<file path="config.mk">
export PLATFORM = sky130hd
export DESIGN_NAME = apb_ucpd_tick_gen
export DESIGN_NICKNAME = d
export VERILOG_FILES = /design/src/rtl/apb_ucpd_tick_gen.sv
export SDC_FILE = /design/constraint.sdc
export NUM_CORES = 1
export LEC_CHECK = 0
export CORE_UTILIZATION = 37
export DETAILED_ROUTE_END_ITERATION = 12
export HOLD_SLACK_MARGIN = 0.1
export PLACE_DENSITY_LB_ADDON = 0.2
export RECOVER_POWER = 100
export SLEW_MARGIN = 20
export SYNTH_ARGS = -nofsm -noshare
export SYNTH_HDL_FRONTEND = slang
export SYNTH_SLANG_ARGS = --single-unit
</file>
<file path="constraint.sdc">
create_clock -name ic_clk -period 1.9 [get_ports ic_clk]
set_input_delay 0.57 -clock ic_clk [delete_from_list [all_inputs] [get_ports ic_clk]]
set_output_delay 0.57 -clock ic_clk [all_outputs]
set_load 0.05 [all_outputs]
</file>
<file path="src/rtl/apb_ucpd_tick_gen.sv">
// UCPD timebase: prescaled ucpd_tick, half-bit and bit strobes with phase, and
// NTMR independent gap timers counting a selectable tick, all in the ic_clk domain.
module apb_ucpd_tick_gen #(
    parameter int PSC_W  = 3,
    parameter int HDIV_W = 6,
    parameter int TMR_W  = 5,
    parameter int NTMR   = 2
) (
    input  logic                  ic_clk,
    input  logic                  ic_rst,
    input  logic                  gen_en,
    input  logic [PSC_W-1:0]      psc_usbpdclk,
    input  logic [HDIV_W-1:0]     hbitclkdiv,
    input  logic [NTMR-1:0]       tmr_start,
    input  logic [NTMR-1:0]       tmr_stop,
    input  logic [NTMR-1:0]       tmr_src,
    input  logic [NTMR-1:0]       tmr_periodic,
    input  logic [NTMR*TMR_W-1:0] tmr_thresh,
    output logic                  ucpd_tick,
    output logic                  hbit_tick,
    output logic                  bit_tick,
    output logic                  bit_phase,
    output logic [NTMR-1:0]       tmr_busy,
    output logic [NTMR-1:0]       tmr_done
);

    localparam int PCNT_W = (2 ** PSC_W) - 1;

    typedef enum logic {IDLE = 1'b0, RUN = 1'b1} tmr_state_e;

    logic                 en_q, en_d;
    logic [PSC_W-1:0]     psc_q, psc_d;
    logic [HDIV_W-1:0]    hdiv_q, hdiv_d;
    logic [PCNT_W-1:0]    pscCnt_q, pscCnt_d;
    logic [HDIV_W-1:0]    hbitCnt_q, hbitCnt_d;
    logic                 bitPhase_q, bitPhase_d;
    logic                 ucpd_q, ucpd_d;
    logic                 hbit_q, hbit_d;
    logic                 bit_q, bit_d;
    logic [PCNT_W-1:0]    pscTerm;
    logic                 cfgChanged;

    tmr_state_e           state_q [NTMR];
    tmr_state_e           state_d [NTMR];
    logic [TMR_W-1:0]     tcnt_q [NTMR];
    logic [TMR_W-1:0]     tcnt_d [NTMR];
    logic [NTMR-1:0]      done_q, done_d;

    // Terminal count 2^code-1 as a mask, so code 0 terminates every cycle.
    assign pscTerm    = ~({PCNT_W{1'b1}} << psc_usbpdclk);
    assign cfgChanged = (psc_usbpdclk != psc_q) || (hbitclkdiv != hdiv_q);

    // en_q delays counting by one cycle so the first tick lands 2^code cycles
    // after enable; a config change restarts the chain the same way.
    always_comb begin
        en_d       = gen_en;
        psc_d      = psc_q;
        hdiv_d     = hdiv_q;
        pscCnt_d   = pscCnt_q;
        hbitCnt_d  = hbitCnt_q;
        bitPhase_d = bitPhase_q;
        ucpd_d     = 1'b0;
        hbit_d     = 1'b0;
        bit_d      = 1'b0;
        if (!gen_en) begin
            pscCnt_d   = '0;
            hbitCnt_d  = '0;
            bitPhase_d = 1'b0;
        end else begin
            psc_d  = psc_usbpdclk;
            hdiv_d = hbitclkdiv;
            if (!en_q || cfgChanged) begin
                pscCnt_d   = '0;
                hbitCnt_d  = '0;
                bitPhase_d = 1'b0;
            end else if (pscCnt_q == pscTerm) begin
                pscCnt_d = '0;
                ucpd_d   = 1'b1;
                if (hbitCnt_q == hbitclkdiv) begin
                    hbitCnt_d  = '0;
                    hbit_d     = 1'b1;
                    bitPhase_d = ~bitPhase_q;
                    bit_d      = bitPhase_q;
                end else begin
                    hbitCnt_d = hbitCnt_q + 1'b1;
                end
            end else begin
                pscCnt_d = pscCnt_q + 1'b1;
            end
        end
    end

    // Timers count the registered tick outputs; stop beats start beats tick.
    always_comb begin
        done_d = '0;
        for (int i = 0; i < NTMR; i++) begin
            state_d[i] = state_q[i];
            tcnt_d[i]  = tcnt_q[i];
            if (!gen_en || tmr_stop[i]) begin
                state_d[i] = IDLE;
                tcnt_d[i]  = '0;
            end else if (tmr_start[i]) begin
                state_d[i] = RUN;
                tcnt_d[i]  = '0;
            end else if (state_q[i] == RUN && (tmr_src[i] ? hbit_q : ucpd_q)) begin
                if (({1'b0, tcnt_q[i]} + 1'b1) >= {1'b0, tmr_thresh[i*TMR_W +: TMR_W]}) begin
                    done_d[i]  = 1'b1;
                    tcnt_d[i]  = '0;
                    state_d[i] = tmr_periodic[i] ? RUN : IDLE;
                end else begin
                    tcnt_d[i] = tcnt_q[i] + 1'b1;
                end
            end
        end
    end

    always_ff @(posedge ic_clk or posedge ic_rst) begin
        if (ic_rst) begin
            en_q       <= 1'b0;
            psc_q      <= '0;
            hdiv_q     <= '0;
            pscCnt_q   <= '0;
            hbitCnt_q  <= '0;
            bitPhase_q <= 1'b0;
            ucpd_q     <= 1'b0;
            hbit_q     <= 1'b0;
            bit_q      <= 1'b0;
            done_q     <= '0;
            for (int i = 0; i < NTMR; i++) begin
                state_q[i] <= IDLE;
                tcnt_q[i]  <= '0;
            end
        end else begin
            en_q       <= en_d;
            psc_q      <= psc_d;
            hdiv_q     <= hdiv_d;
            pscCnt_q   <= pscCnt_d;
            hbitCnt_q  <= hbitCnt_d;
            bitPhase_q <= bitPhase_d;
            ucpd_q     <= ucpd_d;
            hbit_q     <= hbit_d;
            bit_q      <= bit_d;
            done_q     <= done_d;
            for (int i = 0; i < NTMR; i++) begin
                state_q[i] <= state_d[i];
                tcnt_q[i]  <= tcnt_d[i];
            end
        end
    end

    assign ucpd_tick = ucpd_q;
    assign hbit_tick = hbit_q;
    assign bit_tick  = bit_q;
    assign bit_phase = bitPhase_q;
    assign tmr_done  = done_q;

    always_comb begin
        for (int i = 0; i < NTMR; i++) begin
            tmr_busy[i] = (state_q[i] == RUN);
        end
    end

endmodule

</file>
# Yosys cells after proc, flatten, opt, wreduce, memory -nomap -nowiden

Cells that the tools add are included.

Register bits after elaboration: 41
Output and inout bits: 8
Bits of input ports: 30

Multiplexer cells: 50
Reductions and logical operators: 15
$add $sub $neg: 6
Equal/unequal tests: 6
Bitwise logic cells: 2
Shift operators: 1
Order comparisons: 2

Operators by type and width:

| kind                | count |
|---|---|
| $mux 5              | 8 |
| $mux 1              | 35 |
| $mux 6              | 4 |
| $mux 7              | 3 |
| $add 5x1->6 const B | 2 |
| $ge 6x5->1          | 2 |
| $reduce_bool 3->1   | 4 |
| $add 5x1->5 const B | 2 |
| $add 7x1->7 const B | 1 |
| $eq 7x7->1          | 1 |
| $not 7->7           | 1 |
| $shl 7x3->7 const A | 1 |
| $add 6x1->6 const B | 1 |
| $eq 6x6->1          | 1 |
| $ne 3x1->1 const B  | 2 |
| $ne 6x6->1          | 1 |
| $reduce_and 2->1    | 3 |
| $logic_or 1x1->1    | 4 |
| $ne 3x3->1          | 1 |
| $logic_and 1x1->1   | 2 |
| $logic_not 1->1     | 2 |
| $not 1->1           | 1 |

# Logic depth before layout (Yosys ltp)

Depth in word-level cells: 6
Gate-level depth with buffers: 9
Mapped depth without buffers: 9

# Least setup slack after synthesis

Ideal clock, no wire load.

Path kind: input -> register
Start: input port psc_usbpdclk[1]
End: register hbitCnt_q[4]
Arrival time: 2.157 ns
Required time: 1.821 ns
Buffers on the path: 2
Library setup time: 0.079 ns
Stages on the path: 8
Setup slack: -0.336 ns
Path through: buf_6 > a21o_2 > a21oi_1 > o211ai_1 > or3b_1 > buf_2 > or4_1 > a21oi_1

Cells in the longest elaborated chain, start to end: 5
Elaborated cells on any way between the ends: 9

RTL lines:

| item                                                | RTL line | source |
|---|---|---|
| start: declaration                                  | 12       | `input logic [PSC_W-1:0] psc_usbpdclk,` |
| branches (longest 5 deep; another with $shl 7x3->7) | -        |  |
| end signal: assignment                              | 138      | `hbitCnt_q <= hbitCnt_d;` |
| end: declaration                                    | 35       | `logic [HDIV_W-1:0] hbitCnt_q, hbitCnt_d;` |

Parallel ways; which one is timed is not known.
A chain may end at the register's enable or synchronous reset.

# Final worst setup path

Start: register pscCnt_q[2]
End: register hbitCnt_q[5]

Cells in the longest elaborated chain, start to end: 2

RTL lines:

| item                     | RTL line | source |
|---|---|---|
| start: declaration       | 34       | `logic [PCNT_W-1:0] pscCnt_q, pscCnt_d;` |
| start signal: assignment | 137      | `pscCnt_q <= pscCnt_d;` |
| $eq 7x7->1               | 76       | `end else if (pscCnt_q == pscTerm) begin` |
| $ne 3x1->1 (no line)     | -        |  |

Every way passes these cells.

==> results.md <==
- HPWL after DPL: 3680 um
- Clock root cell: clkbuf_8
- Final instance area: 0.00345 mm2
- Initial Util: 38.2%
- Pwr Total: 1.90 mW
- Number of remaining DRC errors: 0
- CP Class: reg -> reg
- Leak Pwr: 1.56 nW
- H-tree depth: 2
- Count leader, synth: dfrtp_1
- Hold path cells: 2
- Share of cells above drive strength 1: 33.5%
- Max cap viols: 0
- Max Root-Sink Buffers: 2
- Reg clk slew, reported paths: 0.08 ns
- Netlist cell types: 52
- Routed length per instance: 13.2 um
- RSZ-0062 raised after global routing: yes
- PnR worst setup slack: -0.107 ns
- Layout net count: 368
- Final min period: 2.01 ns
- Synth Net Count: 289
- Synth Warn #: 0
- Die Y-Extent: 83.0 um
- Core ar.: 0.00635 mm2
- Ports: 38
- Avg Cell Area, Syn: 9.90 um2
- GPL Wtd Cong: 0.749
- Sequential fraction of the synthesis area: 42.3%
- Setup TNS: -1.06 ns
- First-pass GRT wire length: 8860 um
- Number of synthesized flops with an enable pin: 0
- CP Cell Sequence: a21o_2 > a21oi_2 > o211ai_1 > or3b_4 > or4b_1 > a21oi_2
- Mapped Area: 0.00242 mm2
- Synthesized instance count: 245
- Failing checks: negative setup slack
- Outcome: finished, violations left
- Hold WC Path Type: reg -> reg
- DIE WIDTH: 83.0 um
- Worst-path maximum fanout: 7
- Gr busiest metal: met2
- TritonCTS buffer count: 5
- Met2 usage: 25.9%
- Crit path required time: 2.13 ns
- GRT Overall Usage: 16.1%
- Commonest cells in the netlist: dfrtp_1, nand2_1, nor2_1
- Diode count: 0
- Top FF cell, synth: dfrtp_1
- Drt total wl: 5310 um
- Vias in the first global route: 1914
- Largest net degree at the start of global routing: 42
- Async S/R FF share, synth: 100%
- DRT Pass-1 Iters: 4
- Fin. max-slew vios: 0
- Die ar.: 0.00688 mm2
- Hold_ws: 0.518 ns
- Crit path capture type: flip-flop
- Post-route clock period utilization: 106%
- Worst Max-Slew Pin Slew: 1.05 ns
- Pwr per Cell Area: 552 mW/mm2
- Final setup vio count: 18
- Final setup skew: 0.00335 ns
- Final ANT Viol Nets: 0
- Worst r2r path cells: 6
- Max Clk Rate: 498 MHz
- Port Buffers: 37
- Final non-filler cell total: 402
- Row Count: 29
- Slew HR: 30.2%
- Drt first-iter violations: 61
- Fillers: 569
- Post-DP Area: 0.00313 mm2
- Yosys reg bits: 41
- Initial antenna violation count: 0
- CTS hold repair buffers: 0
- Vias per std cell: 5.00
- Area growth, synth to finish: 42.3%
- Largest stage delay on the critical path: 0.49 ns
- CP arrival: 2.23 ns
- Final hold violations: 0
- Worst skew pair latency: 0.29 ns
- Grt total ovfl: 0
- Cells after DPL: 386
- Most frequent CP cell: a21oi_2
- GR Layer Usage met3: 3.48%
- Final core occ: 54.3%
- Clk sinks: 41
- Top cells by area, synth: dfrtp_1, ha_1, mux2_2
- Top-area cell type share of the netlist area: 42.3%
- Peak supply drop: 0.261 mV
- CTS tree: built
- GR Layer Usage met1: 21.4%
- Crit start category: flip-flop
- Slowest stage cell on the critical path: or4b_1
- Synth area leader: dfrtp_1
- Via Count: 2010
- Setup WS pre-CTS: -1.05 ns
-- cell families (layout without fill, tap and decap cells) --
kind of cell    count (synthesis)  count (layout)  share of synthesized area (%)
flops                          41              41                           42.3
mux                            12              12                           5.52
buf+inv                        19              98                           3.92
simple gates                   86              87                           19.1
compound gates                 46              46                           12.2
xor+xnor                       27              27                           9.75
fa+ha+maj                      14              14                           7.22
-- state kept, by name, indices dropped and copies added (netlist names) --
signal,flops
hbitCnt_q,6
hbit_tick,1
tmr_done,2
tcnt_q,10
en_q,1
bit_tick,1
ucpd_tick,1
pscCnt_q,7
tmr_busy,2
psc_q,3
bit_phase,1
hdiv_q,6
-- where the power goes --
group / internal [mW] / switching [mW]
Combinational: 0.137 / 0.117
Sequential: 0.895 / 0.0149
Clock: 0.429 / 0.311
Total: 1.46 / 0.443
-- placed cells by master (no fill, tap or decap), drive strengths merged, types with 2 or more instances in the layout --
cell,synthesis,routed
and3,6,6
buf,3,41
nand2,18,18
nand3,12,12
dlygate4sd2,0,8
nor4,2,2
clkdlybuf4s50,0,16
nor2b,7,7
dfrtp,41,41
o21ai,14,14
a22o,3,3
a21o,3,3
clkbuf,4,18
or3,2,2
o21a,3,3
a31oi,3,3
nor3,4,4
or4b,3,3
nand2b,5,5
xor2,14,14
mux2,11,11
dlygate4sd3,0,2
inv,12,12
or3b,2,3
nor2,17,17
a21oi,10,10
ha,14,14
xnor2,13,13
nor3b,2,2
-- critical path: cells and delay by family (launching register included) --
kind / cells / cell delay [ns]
AOI/OAI and AO/OA: 4 / 0.55
and+or+nand+nor: 2 / 0.95
DFF: 1 / 0.43
-- what timing repair did --
item                                    in CTS  in global routing
endpoints found under the setup margin      29                 29
buffers inserted                             6                  1
resized for setup                           54                 26
pin swaps                                   22                 27
gates cloned                                 1                  0
-- layout make-up --
| cell class | count | area, um2 | area share (%) |
|---|---|---|---|
| sequential | 41 | 1030 | 29.8 |
| inverter | 12 | 45.0 | 1.31 |
| timing repair buffer | 78 | 633 | 18.3 |
| clock buffer | 7 | 86.3 | 2.50 |
| clock inverter | 1 | 30.0 | 0.870 |
| multi-input combinational | 186 | 1530 | 44.4 |
| tap | 77 | 96.3 | 2.79 |
-- routing by layer --
metal	wire, um	vias up	part of all wire (%)
met5	0	-	0
met4	80	0	1.5
met3	209	8	3.9
met2	2480	47	47
met1	2540	940	48
li1	-	1015	-
-- worst paths after layout --
| check | from | slack (ns) | to |
|---|---|---|---|
| max | pscCnt_q[2]$_DFF_PP0_ | -0.11 | hbitCnt_q[5]$_DFFE_PP0P_ |
| min | tmr_busy[0]$_DFFE_PP0P_ | 0.52 | tmr_busy[0]$_DFFE_PP0P_ |
| max reg2reg | pscCnt_q[2]$_DFF_PP0_ | -0.11 | hbitCnt_q[5]$_DFFE_PP0P_ |
| min reg2reg | tmr_busy[0]$_DFFE_PP0P_ | 0.52 | tmr_busy[0]$_DFFE_PP0P_ |
| max in group asynchronous | ic_rst | 0.15 | pscCnt_q[1]$_DFF_PP0_ |
| min in group asynchronous | ic_rst | 1.04 | tcnt_q[3]$_DFFE_PP0P_ |
(Power assumes the default switching activity.)
==> RTL edit, RTL diff (same settings) <==
Make the reset (`ic_rst`) synchronous in one clocked block.
--- a/src/rtl/apb_ucpd_tick_gen.sv
+++ b/src/rtl/apb_ucpd_tick_gen.sv
@@ -115,5 +115,5 @@
     end
 
-    always_ff @(posedge ic_clk or posedge ic_rst) begin
+    always_ff @(posedge ic_clk) begin
         if (ic_rst) begin
             en_q       <= 1'b0;
Function: differs if ic_rst is asserted again (counterexample within 4 cycles, from zero or initial values and one cycle with ic_rst high); with ic_rst held inactive, the same outputs for 10 cycles.
==> RTL edit against the original RTL <==
  * The flow still finishes with violations (setup timing)
  * Wire length up 13%
  * Final area up 0.43%
  * Critical path depth is 1 higher
  * Utilization is 0.55 points higher
  * Setup slack improved by 0.084 ns
  * Power fell by 9.9%
  * Sequential share of layout area shrank 6.0 points
  * Synthesized area down 0.46%
  * Register-to-register slack better by 0.12 ns
  * First-iteration DRC count up 9.8%
  * Sequential cell count stayed put
  * Critical endpoint is now hbitCnt_q[4]$_SDFFE_PP0N_
  * Hold slack lost 0.032 ns
  * Count of clock-buffer cells in the layout is 1 lower
==> RTL edit: results (changes against the original RTL) <==
Run status
  • Outcome: finished, violations left
  • Failing checks: setup timing

Timing
  • Max Clock Skew: 0.009038 ns (+0.005687 ns)
  • Worst Tran Pin Value: 0.7115 ns (-0.3350 ns)
  • Final WS setup: -0.02310 ns (+0.08417 ns)
  • Final Setup Violations: 4 (-14)

Power
  • Internal power: 1297 uW (-11%)
  • Leakage: 0.001438 uW (-7.8%)
  • Max rail drop VDD: 360.5 uV (+38%)

Critical path
  • Critical path's slowest cell: or4b_4
  • Crit. Startpoint: psc_usbpdclk[1]
  • Arrival @ worst endpoint: 2.15 ns (-0.08 ns)
  • RR Startpoint: pscCnt_q[4]$_SDFF_PP0_
  • WS Path Type: input pin to flip-flop

Synthesis
  • Sequential area share after synthesis: 34.01% (-8.3 points)
  • Synth area leaders: dfxtp_1 34%, ha_1 7.3%, xor2_1 6.9%
  • Unique masters post-synth: 49 (-5.8%)
  • Syn Nets: 322 (+11%)
  • Dominant synthesized flop cell: dfxtp_1
  • Post-synthesis instance total: 278 (+13%)
  • Async set or reset register ratio after synthesis: 0% (-100 points)
  • Post-synth top cells: 41 x dfxtp_1, 27 x nor2_1, 19 x a21oi_1, 19 x xor2_1

Detailed routing
  • Drt pass-1 iters: 5 (+1)
  • Via density per instance: 5.333 (+6.7%)
  • WL final: 5.985 mm (+13%)
  • Initial drt markers: 67 (+9.8%)

Placement
  • Placed Cells: 421 (+9.1%)
  • Setup WS pre-CTS: -0.8128 ns (+0.2403 ns)
  • Post-DP HPWL: 4.125 mm (+12%)
  • DP Area: 3142 um2 (+0.32%)
  • Final GP Congestion: 0.8051 (+7.5%)

GRT
  • Vias in the first global route: 2145 (+12%)
  • Global-route wire length before repair: 9.501 mm (+7.2%)
  • Largest net degree at the start of global routing: 17 (-60%)
  • Overall Global Routing Usage: 18.27% (+2.2 points)

Final layout
  • Layout cells sized above 1: 29.05% (-4.5 points)
  • Finished Layout Cells: 435 (+8.2%)

Worst hold path
  • Min-delay src: tcnt_q[0][6]$_SDFFE_PP0P_
-- RTL edit: final cells by class --
cell class                 instances  area [um2]
clock buffer                       6       82.58
tap                               77       96.34
clock inverter                     1       7.507
multi-input combinational        209        1663
timing repair buffer              85       732.0
fill                             605        2848
inverter                          16       60.06
sequential                        41       824.5
-- RTL edit: per-layer routing --
layer  part of all wire, %  global-route usage, %
met2                    49                  31.48
met1                    45                  21.85
met5                     0                      0
met4                   1.6                  7.931
met3                   4.1                  3.626
-- RTL edit: final timing paths --
check,end,slack (ns),depth (start not counted)
min reg2reg,tcnt_q[0][6]$_SDFFE_PP0P_,0.49,2
min,tcnt_q[0][6]$_SDFFE_PP0P_,0.49,2
max,hbitCnt_q[4]$_SDFFE_PP0N_,-0.02,7
max reg2reg,hbitCnt_q[4]$_SDFFE_PP0N_,0.01,4
-- RTL edit: worst min-delay path: cells and delay by family, from the launching register on --
kind	cells	cell delay [ns]
flops	1	0.34
compound gates	1	0.05
simple gates	1	0.06
-- RTL edit: power groups by stage --
| stage | logic, uW | clock network (uW) | registers, uW |
|---|---|---|---|
| finish | 244 | 589 | 881 |
| global route | 267 | 650 | 882 |
| CTS | 232 | 612 | 881 |
| detailed placement | 229 | 0 | 901 |
| global placement | 226 | 0 | 901 |
| floorplan | 102 | 0 | 904 |
-- RTL edit: metrics by stage --
step           total power, uW  TNS [ns]
6_report                  1714  -0.06031
5_1_grt                   1799   -0.5164
4_1_cts                   1725  -0.02993
3_5_place_dp              1130    -15.80
3_3_place_gp              1127    -15.04
2_1_floorplan             1005    -2.212
-- RTL edit: cells by family (layout without fill, tap and decap cells) --
family	after synthesis	count (layout)	synth area share [%]
and+or+nand+nor	99	99	22.60
DFF	41	41	34.01
buffers and inverters	29	108	5.184
AOI/OAI and AO/OA	58	59	16.90
xor gates and xnor gates	26	26	9.435
adders and majority gates	14	14	7.258
muxes	11	11	4.614
-- RTL edit: timing repair --
action                                  in CTS  in global routing
gates resized for setup                     28                 44
cloned                                       1                  0
endpoints found under the hold margin        0                  0
endpoints found under the setup margin      21                 30
pin swaps                                   18                 23
buffers inserted                             3                  3
